**config.mk**
```make
export PLATFORM = sky130hd
export DESIGN_NAME = subt_seq_ctrl_flat
export DESIGN_NICKNAME = d
export VERILOG_FILES = /design/src/rtl/subt_seq_ctrl_pkg.sv /design/src/rtl/subt_seq_ctrl_if.sv /design/src/rtl/subt_seq_ctrl_subt.sv /design/src/rtl/subt_seq_ctrl.sv /design/src/flat_wrapper.sv
export SDC_FILE = /design/constraint.sdc
export NUM_CORES = 1
export LEC_CHECK = 0
export ABC_AREA = 1
export BUFFER_PORTS_ARGS = -buffer_cell sky130_fd_sc_hd__buf_2
export CORE_ASPECT_RATIO = 1.25
export CORE_MARGIN = 2
export CORE_UTILIZATION = 32
export CTS_CLUSTER_DIAMETER = 150
export DETAILED_ROUTE_END_ITERATION = 16
export GPL_ROUTABILITY_DRIVEN = 0
export PLACE_DENSITY = 0.61
export SLEW_MARGIN = 20
export SYNTH_ARGS = -nofsm -noshare
export SYNTH_HDL_FRONTEND = slang
export SYNTH_SLANG_ARGS = --single-unit
```
**constraint.sdc**
```tcl
create_clock -name clk -period 5.7 [get_ports clk]
set_clock_uncertainty 0.1 [all_clocks]
set_input_delay 0.855 -clock clk [delete_from_list [all_inputs] [get_ports clk]]
set_output_delay 0.855 -clock clk [all_outputs]
set_load 0.02 [all_outputs]
```
**src/rtl/subt_seq_ctrl_pkg.sv**
```systemverilog
// Shared constants, FSM state encoding and slice-count helper for the
// sequential subtractor controller.
package subt_seq_ctrl_pkg;

    localparam int SLICE_W = 4;

    typedef logic [1:0] state_t;

    localparam state_t ST_IDLE = 2'd0;
    localparam state_t ST_RUN  = 2'd1;
    localparam state_t ST_DONE = 2'd2;

    function automatic int slice_count(input int width);
        return width / SLICE_W;
    endfunction

endpackage

```
**src/rtl/subt_seq_ctrl_if.sv**
```systemverilog
// Request/result bundle between a requester and the sequential subtractor.
interface subt_seq_ctrl_if #(
    parameter int WIDTH = 16
);
    logic             start;
    logic [WIDTH-1:0] a_i;
    logic [WIDTH-1:0] b_i;
    logic             bin_i;
    logic             ready;
    logic             busy;
    logic             done;
    logic [WIDTH-1:0] diff;
    logic             bout;
    logic             zero;

    modport master (
        output start, a_i, b_i, bin_i,
        input  ready, busy, done, diff, bout, zero
    );

    modport slave (
        input  start, a_i, b_i, bin_i,
        output ready, busy, done, diff, bout, zero
    );
endinterface

```
**src/rtl/subt_seq_ctrl_subt.sv**
```systemverilog
// Existing 4-bit subtractor slice: {bout, d} = a - b - bin.
module subt
    import subt_seq_ctrl_pkg::*;
(
    input  logic [SLICE_W-1:0] a,
    input  logic [SLICE_W-1:0] b,
    input  logic               bin,
    output logic [SLICE_W-1:0] d,
    output logic               bout
);
    logic [SLICE_W:0] res_s;

    // One extra bit catches the borrow as the sign of the difference.
    assign res_s = {1'b0, a} - {1'b0, b} - {{SLICE_W{1'b0}}, bin};
    assign d     = res_s[SLICE_W-1:0];
    assign bout  = res_s[SLICE_W];
endmodule

```
**src/rtl/subt_seq_ctrl.sv**
```systemverilog
// Runs a WIDTH-bit A - B - BIN through one shared 4-bit subtractor slice,
// LSB slice first, with the borrow registered between slices.
module subt_seq_ctrl
    import subt_seq_ctrl_pkg::*;
#(
    parameter int WIDTH = 16
)
(
    input  logic           clk,
    input  logic           rst,
    subt_seq_ctrl_if.slave bus
);
    localparam int                N        = slice_count(WIDTH);
    localparam int                IDX_W    = (N > 1) ? $clog2(N) : 1;
    localparam logic [IDX_W-1:0]  IDX_LAST = IDX_W'(N - 1);

    state_t             state_q, state_d;
    logic [IDX_W-1:0]   idx_q, idx_d;
    logic [WIDTH-1:0]   a_q, a_d;
    logic [WIDTH-1:0]   b_q, b_d;
    logic               brw_q, brw_d;
    logic [WIDTH-1:0]   diff_q, diff_d;
    logic               bout_q, bout_d;
    logic               zero_q, zero_d;
    logic               done_q, done_d;
    logic               ready_q, ready_d;
    logic               busy_q, busy_d;

    logic [SLICE_W-1:0] sub_a_s;
    logic [SLICE_W-1:0] sub_b_s;
    logic [SLICE_W-1:0] sub_d_s;
    logic               sub_bout_s;
    logic               accept_s;

    assign sub_a_s = a_q[int'(idx_q) * SLICE_W +: SLICE_W];
    assign sub_b_s = b_q[int'(idx_q) * SLICE_W +: SLICE_W];

    subt u_subt (
        .a    (sub_a_s),
        .b    (sub_b_s),
        .bin  (brw_q),
        .d    (sub_d_s),
        .bout (sub_bout_s)
    );

    // A start is taken only in IDLE or DONE; it is never queued while busy.
    assign accept_s = bus.start && ((state_q == ST_IDLE) || (state_q == ST_DONE));

    // Next-state logic for the FSM, slice index and datapath registers.
    always_comb begin
        state_d = state_q;
        idx_d   = idx_q;
        a_d     = a_q;
        b_d     = b_q;
        brw_d   = brw_q;
        diff_d  = diff_q;
        bout_d  = bout_q;
        zero_d  = zero_q;
        done_d  = 1'b0;

        if (accept_s) begin
            state_d = ST_RUN;
            idx_d   = {IDX_W{1'b0}};
            a_d     = bus.a_i;
            b_d     = bus.b_i;
            brw_d   = bus.bin_i;
            diff_d  = {WIDTH{1'b0}};
            bout_d  = 1'b0;
            zero_d  = 1'b0;
        end else begin
            case (state_q)
                ST_IDLE: begin
                    state_d = ST_IDLE;
                end
                ST_RUN: begin
                    diff_d[int'(idx_q) * SLICE_W +: SLICE_W] = sub_d_s;
                    brw_d = sub_bout_s;
                    if (idx_q == IDX_LAST) begin
                        state_d = ST_DONE;
                        idx_d   = {IDX_W{1'b0}};
                        bout_d  = sub_bout_s;
                        zero_d  = (diff_d == {WIDTH{1'b0}});
                        done_d  = 1'b1;
                    end else begin
                        idx_d   = idx_q + IDX_W'(1);
                    end
                end
                ST_DONE: begin
                    state_d = ST_IDLE;
                end
                default: begin
                    state_d = ST_IDLE;
                    idx_d   = {IDX_W{1'b0}};
                end
            endcase
        end

        ready_d = (state_d == ST_IDLE) || (state_d == ST_DONE);
        busy_d  = (state_d == ST_RUN);
    end

    // State and output registers; reset discards any operation in flight.
    always_ff @(posedge clk or posedge rst) begin
        if (rst) begin
            state_q <= ST_IDLE;
            idx_q   <= {IDX_W{1'b0}};
            a_q     <= {WIDTH{1'b0}};
            b_q     <= {WIDTH{1'b0}};
            brw_q   <= 1'b0;
            diff_q  <= {WIDTH{1'b0}};
            bout_q  <= 1'b0;
            zero_q  <= 1'b0;
            done_q  <= 1'b0;
            ready_q <= 1'b1;
            busy_q  <= 1'b0;
        end else begin
            state_q <= state_d;
            idx_q   <= idx_d;
            a_q     <= a_d;
            b_q     <= b_d;
            brw_q   <= brw_d;
            diff_q  <= diff_d;
            bout_q  <= bout_d;
            zero_q  <= zero_d;
            done_q  <= done_d;
            ready_q <= ready_d;
            busy_q  <= busy_d;
        end
    end

    assign bus.ready = ready_q;
    assign bus.busy  = busy_q;
    assign bus.done  = done_q;
    assign bus.diff  = diff_q;
    assign bus.bout  = bout_q;
    assign bus.zero  = zero_q;

endmodule

```
**src/flat_wrapper.sv**
```systemverilog
// flat-port wrapper written by rule: the top's interface ports become plain ports
module subt_seq_ctrl_flat import subt_seq_ctrl_pkg::*;
#(
    parameter int WIDTH = 16
)
  (clk, rst, bus_start, bus_a_i, bus_b_i, bus_bin_i, bus_ready, bus_busy, bus_done, bus_diff, bus_bout, bus_zero);
  subt_seq_ctrl_if #(.WIDTH(WIDTH)) bus_i ();
  input  logic clk;
  input  logic rst;
  input wire logic [$bits(bus_i.start)-1:0] bus_start;
  input wire logic [$bits(bus_i.a_i)-1:0] bus_a_i;
  input wire logic [$bits(bus_i.b_i)-1:0] bus_b_i;
  input wire logic [$bits(bus_i.bin_i)-1:0] bus_bin_i;
  output wire logic [$bits(bus_i.ready)-1:0] bus_ready;
  output wire logic [$bits(bus_i.busy)-1:0] bus_busy;
  output wire logic [$bits(bus_i.done)-1:0] bus_done;
  output wire logic [$bits(bus_i.diff)-1:0] bus_diff;
  output wire logic [$bits(bus_i.bout)-1:0] bus_bout;
  output wire logic [$bits(bus_i.zero)-1:0] bus_zero;
  assign bus_i.start = bus_start;
  assign bus_i.a_i = bus_a_i;
  assign bus_i.b_i = bus_b_i;
  assign bus_i.bin_i = bus_bin_i;
  assign bus_ready = bus_i.ready;
  assign bus_busy = bus_i.busy;
  assign bus_done = bus_i.done;
  assign bus_diff = bus_i.diff;
  assign bus_bout = bus_i.bout;
  assign bus_zero = bus_i.zero;
  subt_seq_ctrl #(.WIDTH(WIDTH)) u_core (.clk(clk), .rst(rst), .bus(bus_i));
endmodule
```
Word-level counts from Yosys, hierarchy flattened
Cells that the tools add are included.
{"block": "op_classes", "addsub": 4, "eq_ne": 6, "shift": 4, "mux": 20, "reduce_logical": 10}
{"op": "$neg 4->33", "count": 1}
{"op": "$shift 4x33->16 const A", "count": 1}
{"op": "$shiftx 4x33->16", "count": 1}
{"op": "$mux 16", "count": 2}
{"op": "$shiftx 16x5->4", "count": 2}
{"op": "$bwmux 16", "count": 1}
{"op": "$logic_not 16->1", "count": 1}
{"op": "$mux 1", "count": 11}
{"op": "$mux 2", "count": 5}
{"op": "$eq 2x2->1 const B", "count": 3}
{"op": "$sub 4x4->5", "count": 1}
{"op": "$sub 5x1->5", "count": 1}
{"op": "$eq 2x1->1 const B", "count": 2}
{"op": "$logic_not 2->1", "count": 2}
{"op": "$pmux 2 s2", "count": 1}
{"op": "$reduce_bool 2->1", "count": 2}
{"op": "$add 2x1->2 const B", "count": 1}
{"op": "$logic_or 1x1->1", "count": 2}
{"op": "$ne 2x1->1 const B", "count": 1}
{"op": "$reduce_and 2->1", "count": 1}
{"op": "$reduce_or 2->1", "count": 1}
{"op": "$logic_and 1x1->1", "count": 1}
{"block": "totals", "ff_bits": 58, "in_bits": 36, "out_inout_bits": 21, "elab_cells": 55}

Depth between registers and ports, before layout
{"block": "depth", "ltp_word": 9, "ltp_mapped": 19, "ltp_nobuf": 17}

Cells and area by module
Synthesis repeated with hierarchy kept, for this count alone.
{"block": "unflattened", "cells_unflattened": 404, "area_unflattened_um2": 3045.4}
{"mod": "subt_seq_ctrl", "instances": 1, "cells_each": 369, "area_per_inst_um2": 2815.2, "seq_area_each_um2": 1452.6}
{"mod": "subt", "instances": 1, "cells_each": 35, "area_per_inst_um2": 230.2, "seq_area_each_um2": 0.0}

Least setup slack after synthesis
No wires, ideal clock.
{"block": "synth_path", "kind": "register to register", "from": "register u_core.idx_q[0]", "to": "register u_core.zero_q, in the netlist u_core.bus.zero", "setup_time_ns": 0.065, "arrival_time_ns": 2.978, "t_required_ns": 5.535, "setup_slack_ns": 2.557, "path_stages_with_launch": 19, "path_buffers": 2, "period_less_slack_ns": 3.143, "path_cell_list": "dfrtp_1 buf_6 inv_4 clkbuf_1 nand2_1 a32o_1 fa_1 fa_1 inv_1 nor2_1 a21oi_1 nand2_1 nor2_1 nand3_1 nor2_1 nand2_1 nor2_1 nand3_1 nand2_1"}
{"block": "synth_between", "elab_chain_len": 9, "elab_cells_between_ends": 15, "cone_classes": "add/sub: 3; eq/ne: 1; shift: 4; mux: 4; reduce/logical: 3"}
{"element": "from (decl)", "line": "subt_seq_ctrl.sv:18", "rtl": "logic [IDX_W-1:0] idx_q, idx_d;"}
{"element": "from (signal assigned)", "line": "subt_seq_ctrl.sv:106", "rtl": "idx_q <= {IDX_W{1'b0}};"}
{"element": "from (signal assigned)", "line": "subt_seq_ctrl.sv:118", "rtl": "idx_q <= idx_d;"}
{"element": "$shiftx 16x5->4, on equally long branches", "line": "subt_seq_ctrl.sv:35, subt_seq_ctrl.sv:36"}
{"element": "$sub 4x4->5", "line": "subt_seq_ctrl_subt.sv:14", "rtl": "assign res_s = {1'b0, a} - {1'b0, b} - {{SLICE_W{1'b0}}, bin};"}
{"element": "$sub 5x1->5", "line": "subt_seq_ctrl_subt.sv:14"}
{"element": "$shiftx 4x33->16", "line": "subt_seq_ctrl.sv:76", "rtl": "diff_d[int'(idx_q) * SLICE_W +: SLICE_W] = sub_d_s;"}
{"element": "$bwmux 16", "line": "subt_seq_ctrl.sv:76"}
{"element": "$logic_not 16->1", "line": "subt_seq_ctrl.sv:82", "rtl": "zero_d = (diff_d == {WIDTH{1'b0}});"}
{"element": "$mux 1", "line": "subt_seq_ctrl.sv:78", "rtl": "if (idx_q == IDX_LAST) begin"}
{"element": "$mux 1", "line": "subt_seq_ctrl.sv:71", "rtl": "case (state_q)"}
{"element": "$mux 1", "line": "subt_seq_ctrl.sv:61", "rtl": "if (accept_s) begin"}
{"element": "to (signal assigned)", "line": "subt_seq_ctrl.sv:124", "rtl": "zero_q <= zero_d;"}
{"element": "to (decl)", "line": "subt_seq_ctrl.sv:24", "rtl": "logic zero_q, zero_d;"}
Several ways; a longest one is shown, not always the timed one. The select of a mux whose other input is x is not followed.
A chain may end at the register's enable or synchronous reset.

Worst setup path after layout
Same ends and word-level chain as after synthesis.

==> flow_metrics.tcl <==
set metrics [dict create \
    grt_pass1_wl_um 11900 \
    nNetsFinal 484 \
    yosys-mux-area-fraction_pct 0 \
    mappedNetlistNets 428 \
    synth_top_family_by_area "simple AND/OR/NAND/NOR gates" \
    cp-start-kind "flop" \
    required_ns 5.86 \
    finalMaxSlewViolations 0 \
    fin_setup_tns_ns 0 \
    grt_overflow 0 \
    cts_tree "built" \
    drtIter0Drc 73 \
    synth-compound-area-share_pct 9.68 \
    cts.sinks 58 \
    startpoint "u_core.idx_q[0]" \
    rrSetupSlack_ns 2.08 \
    hold_class "flop to flop" \
    relSlewSlack_pct 36.6 \
    ctsHtreeMaxLevel 3 \
    drive_gt1_share_pct 21.5 \
    grt_use_total_pct 14.8 \
    finalPower_mw 2.48 \
    ctsResizeCount 0 \
    timing.rr.start "u_core.idx_q[0]" \
    worstSetupEndpoint "u_core.bus.zero" \
    drcViolationCount 0 \
    crit_type "flop to flop" \
    ir_worst_vdd_mv 0.241 \
    critPathMaxFanout 29 \
    p_per_area_nw_per_um2 676 \
    die_area_sq_um 10100 \
    clk_latency_ns 0.33 \
    synth.most_common_cell "nand2_1" \
    synth-xor-area-share_pct 0 \
    synth_area_per_cell_sq_um 7.86 \
    synthSimpleGateAreaFrac_pct 29.3 \
    finalWirelength_um 6870 \
    syn_inst 380 \
    grt_pass1_vias 2617 \
    r2r-end "u_core.bus.zero" \
    end_kind "flop" \
    tightest_slew_ns 0.951 \
    grt_max_degree 59 \
    port_buffers 56 \
    synth_top_area_share_pct 47.8 \
    start_util_pct 32.7 \
    maxCapViolCount 0 \
    die_w_um 90.4 \
    min_period_ns 3.62 \
    syn_area_sq_um 2990 \
    rsz0062_at_grt "false" \
    ys_types 26 \
    clkSlewWorstSetupHoldPaths_ns 0.05 \
    io-pin-count 57 \
    antenna_found_initial 0 \
    post_cts_buffers 0 \
    synth_edf_count 0 \
    yosysWarnings 0 \
    hpwlAfterDp_um 5180 \
    synthTopCellsByArea "dfrtp_1, nand2_1, inv_1" \
    cts-hold-fix-buffers 0 \
    coreArea_sq_um 9130 \
    via_per_inst 4.53 \
    synth_seq_cells 58 \
    diodes 0 \
    routed.top_layer "met4" \
    ys_seq_area_share_pct 48.6 \
    met1_length_um 3100 \
    async_flop_share_pct 100 \
    row_count 39 \
    postRouteAntennaNets 0 \
    status "completed" \
    dr_wl_met2_um 3340 \
    wl_met3_um 255 \
    r2r.worst_path.cells 16 \
    ctsRootBufferMaster "clkbuf_16" \
    nFillCells 963 \
    area_delta_synth_final_pct 22.9 \
    arrival_ns 3.78 \
    num_vias 2556 \
    synth_top_area_cell "dfrtp_1" \
    cts_buffer_depth 2 \
    numCtsBuffers 9 \
    avgRoutedWirePerCell_um 12.2 \
    drt_first_pass_iters 4 \
    synth_fa_ha_area_share_pct 5.53 \
    p_leak_nw 1.98 \
    finalCritPeriodShare_pct 63.4 \
    hold_viol 0 \
    max_freq_ghz 0.277 \
    synth_top_cells_by_count "nand2_1, dfrtp_1, inv_1, nor2_1, o21ai_0" \
    synth_ff_type "dfrtp_1" \
    setup_viol 0 \
    fp.dieH_um 112 \
]
==> logic make-up (layout without fill, tap and decap cells) <==
family,after synthesis,in the layout
and+or+nand+nor,212,212
buffers and inverters,51,112
AOI/OAI and AO/OA,47,47
DFF,58,58
adders and majority gates,12,12
==> area by class of cell <==
class | instances | area (sq um) | share of cell area (%)
tap | 123 | 154 | 4.19
inverter | 38 | 145 | 3.95
multi-input combinational | 271 | 1330 | 36.2
sequential | 58 | 1450 | 39.6
timing repair buffer | 58 | 295 | 8.05
clock buffer | 14 | 284 | 7.74
clock inverter | 2 | 10.0 | 0.273
==> how the worst min path moves through the flow <==
stage	from	slack [ns]	to	depth (start not counted)
2_1_floorplan	u_core.a_q[8]	0.34	u_core.a_q[8]	2
3_3_place_gp	u_core.b_q[6]	0.36	u_core.b_q[6]	2
3_5_place_dp	u_core.b_q[6]	0.36	u_core.b_q[6]	2
4_1_cts	u_core.b_q[6]	0.38	u_core.b_q[6]	2
5_1_grt	u_core.b_q[13]	0.39	u_core.b_q[13]	2
6_report	u_core.b_q[6]	0.37	u_core.b_q[6]	2
==> flip-flops by register name, indices dropped and copies added (netlist names) <==
name,flops
u_core.bus.busy,1
u_core.b_q,16
u_core.brw_q,1
u_core.bus.bout,1
u_core.bus.done,1
u_core.bus.ready,1
u_core.bus.diff,16
u_core.bus.zero,1
u_core.idx_q,2
u_core.state_q,2
u_core.a_q,16
==> layer usage <==
metal	vias to the layer above	global-route usage (%)
li1	1313	-
met1	1176	18.1
met2	56	24.2
met3	11	3.29
met4	0	8.82
met5	-	0
==> worst max-delay path, cell delays in order, from the launching register on <==
cell and delay, ns:
dfrtp_1 0.96, inv_4 0.22, o21ai_0 0.22, o22ai_1 0.12, fa_1 0.44, fa_1 0.56, inv_1 0.08, nor2_1 0.04
a21oi_1 0.19, nand2_1 0.08, nor2_1 0.11, nand3_1 0.07, nor2_1 0.09, nand2_1 0.06, nor2_1 0.08, nand3_1 0.07
nand2_1 0.06
==> placed cells by master (no fill, tap or decap), types with 2 or more instances in the layout <==
| cell type | Yosys | routed |
|---|---|---|
| buf_4 | 0 | 2 |
| nand4_1 | 2 | 2 |
| a32o_1 | 3 | 3 |
| dfrtp_1 | 57 | 57 |
| clkbuf_16 | 0 | 9 |
| nor2_1 | 34 | 34 |
| o22ai_1 | 13 | 13 |
| nand2_2 | 5 | 5 |
| clkinv_2 | 0 | 2 |
| or2_2 | 2 | 2 |
| nor2_2 | 4 | 4 |
| inv_1 | 34 | 33 |
| clkbuf_8 | 0 | 4 |
| a21o_1 | 2 | 2 |
| o21ai_0 | 16 | 16 |
| nand3_1 | 10 | 10 |
| fa_1 | 2 | 2 |
| nand3_2 | 5 | 5 |
| a22o_1 | 4 | 4 |
| ha_1 | 10 | 10 |
| a21oi_1 | 8 | 8 |
| inv_2 | 3 | 4 |
| nand2_1 | 149 | 149 |
| buf_2 | 3 | 56 |
==> through the flow <==
step	cells	worst slack, ns	instance area (sq um)	utilization, %	hold WS (ns)
after CTS	564	2.10	3670	40.2	0.376
after global placement	548	2.24	3380	37.0	0.358
final	564	2.08	3670	40.2	0.370
after detailed placement	548	2.12	3380	37.0	0.364
after global routing	564	1.76	3670	40.2	0.393
after floorplan	380	2.56	2990	-	0.337
==> where the power goes <==
group | total (mW) | switching (mW) | internal, mW
logic | 1.23 | 0.792 | 0.439
clock network | 0.516 | 0.177 | 0.339
registers | 0.733 | 0.138 | 0.594
No activity file was read; power rests on OpenSTA's default activity.
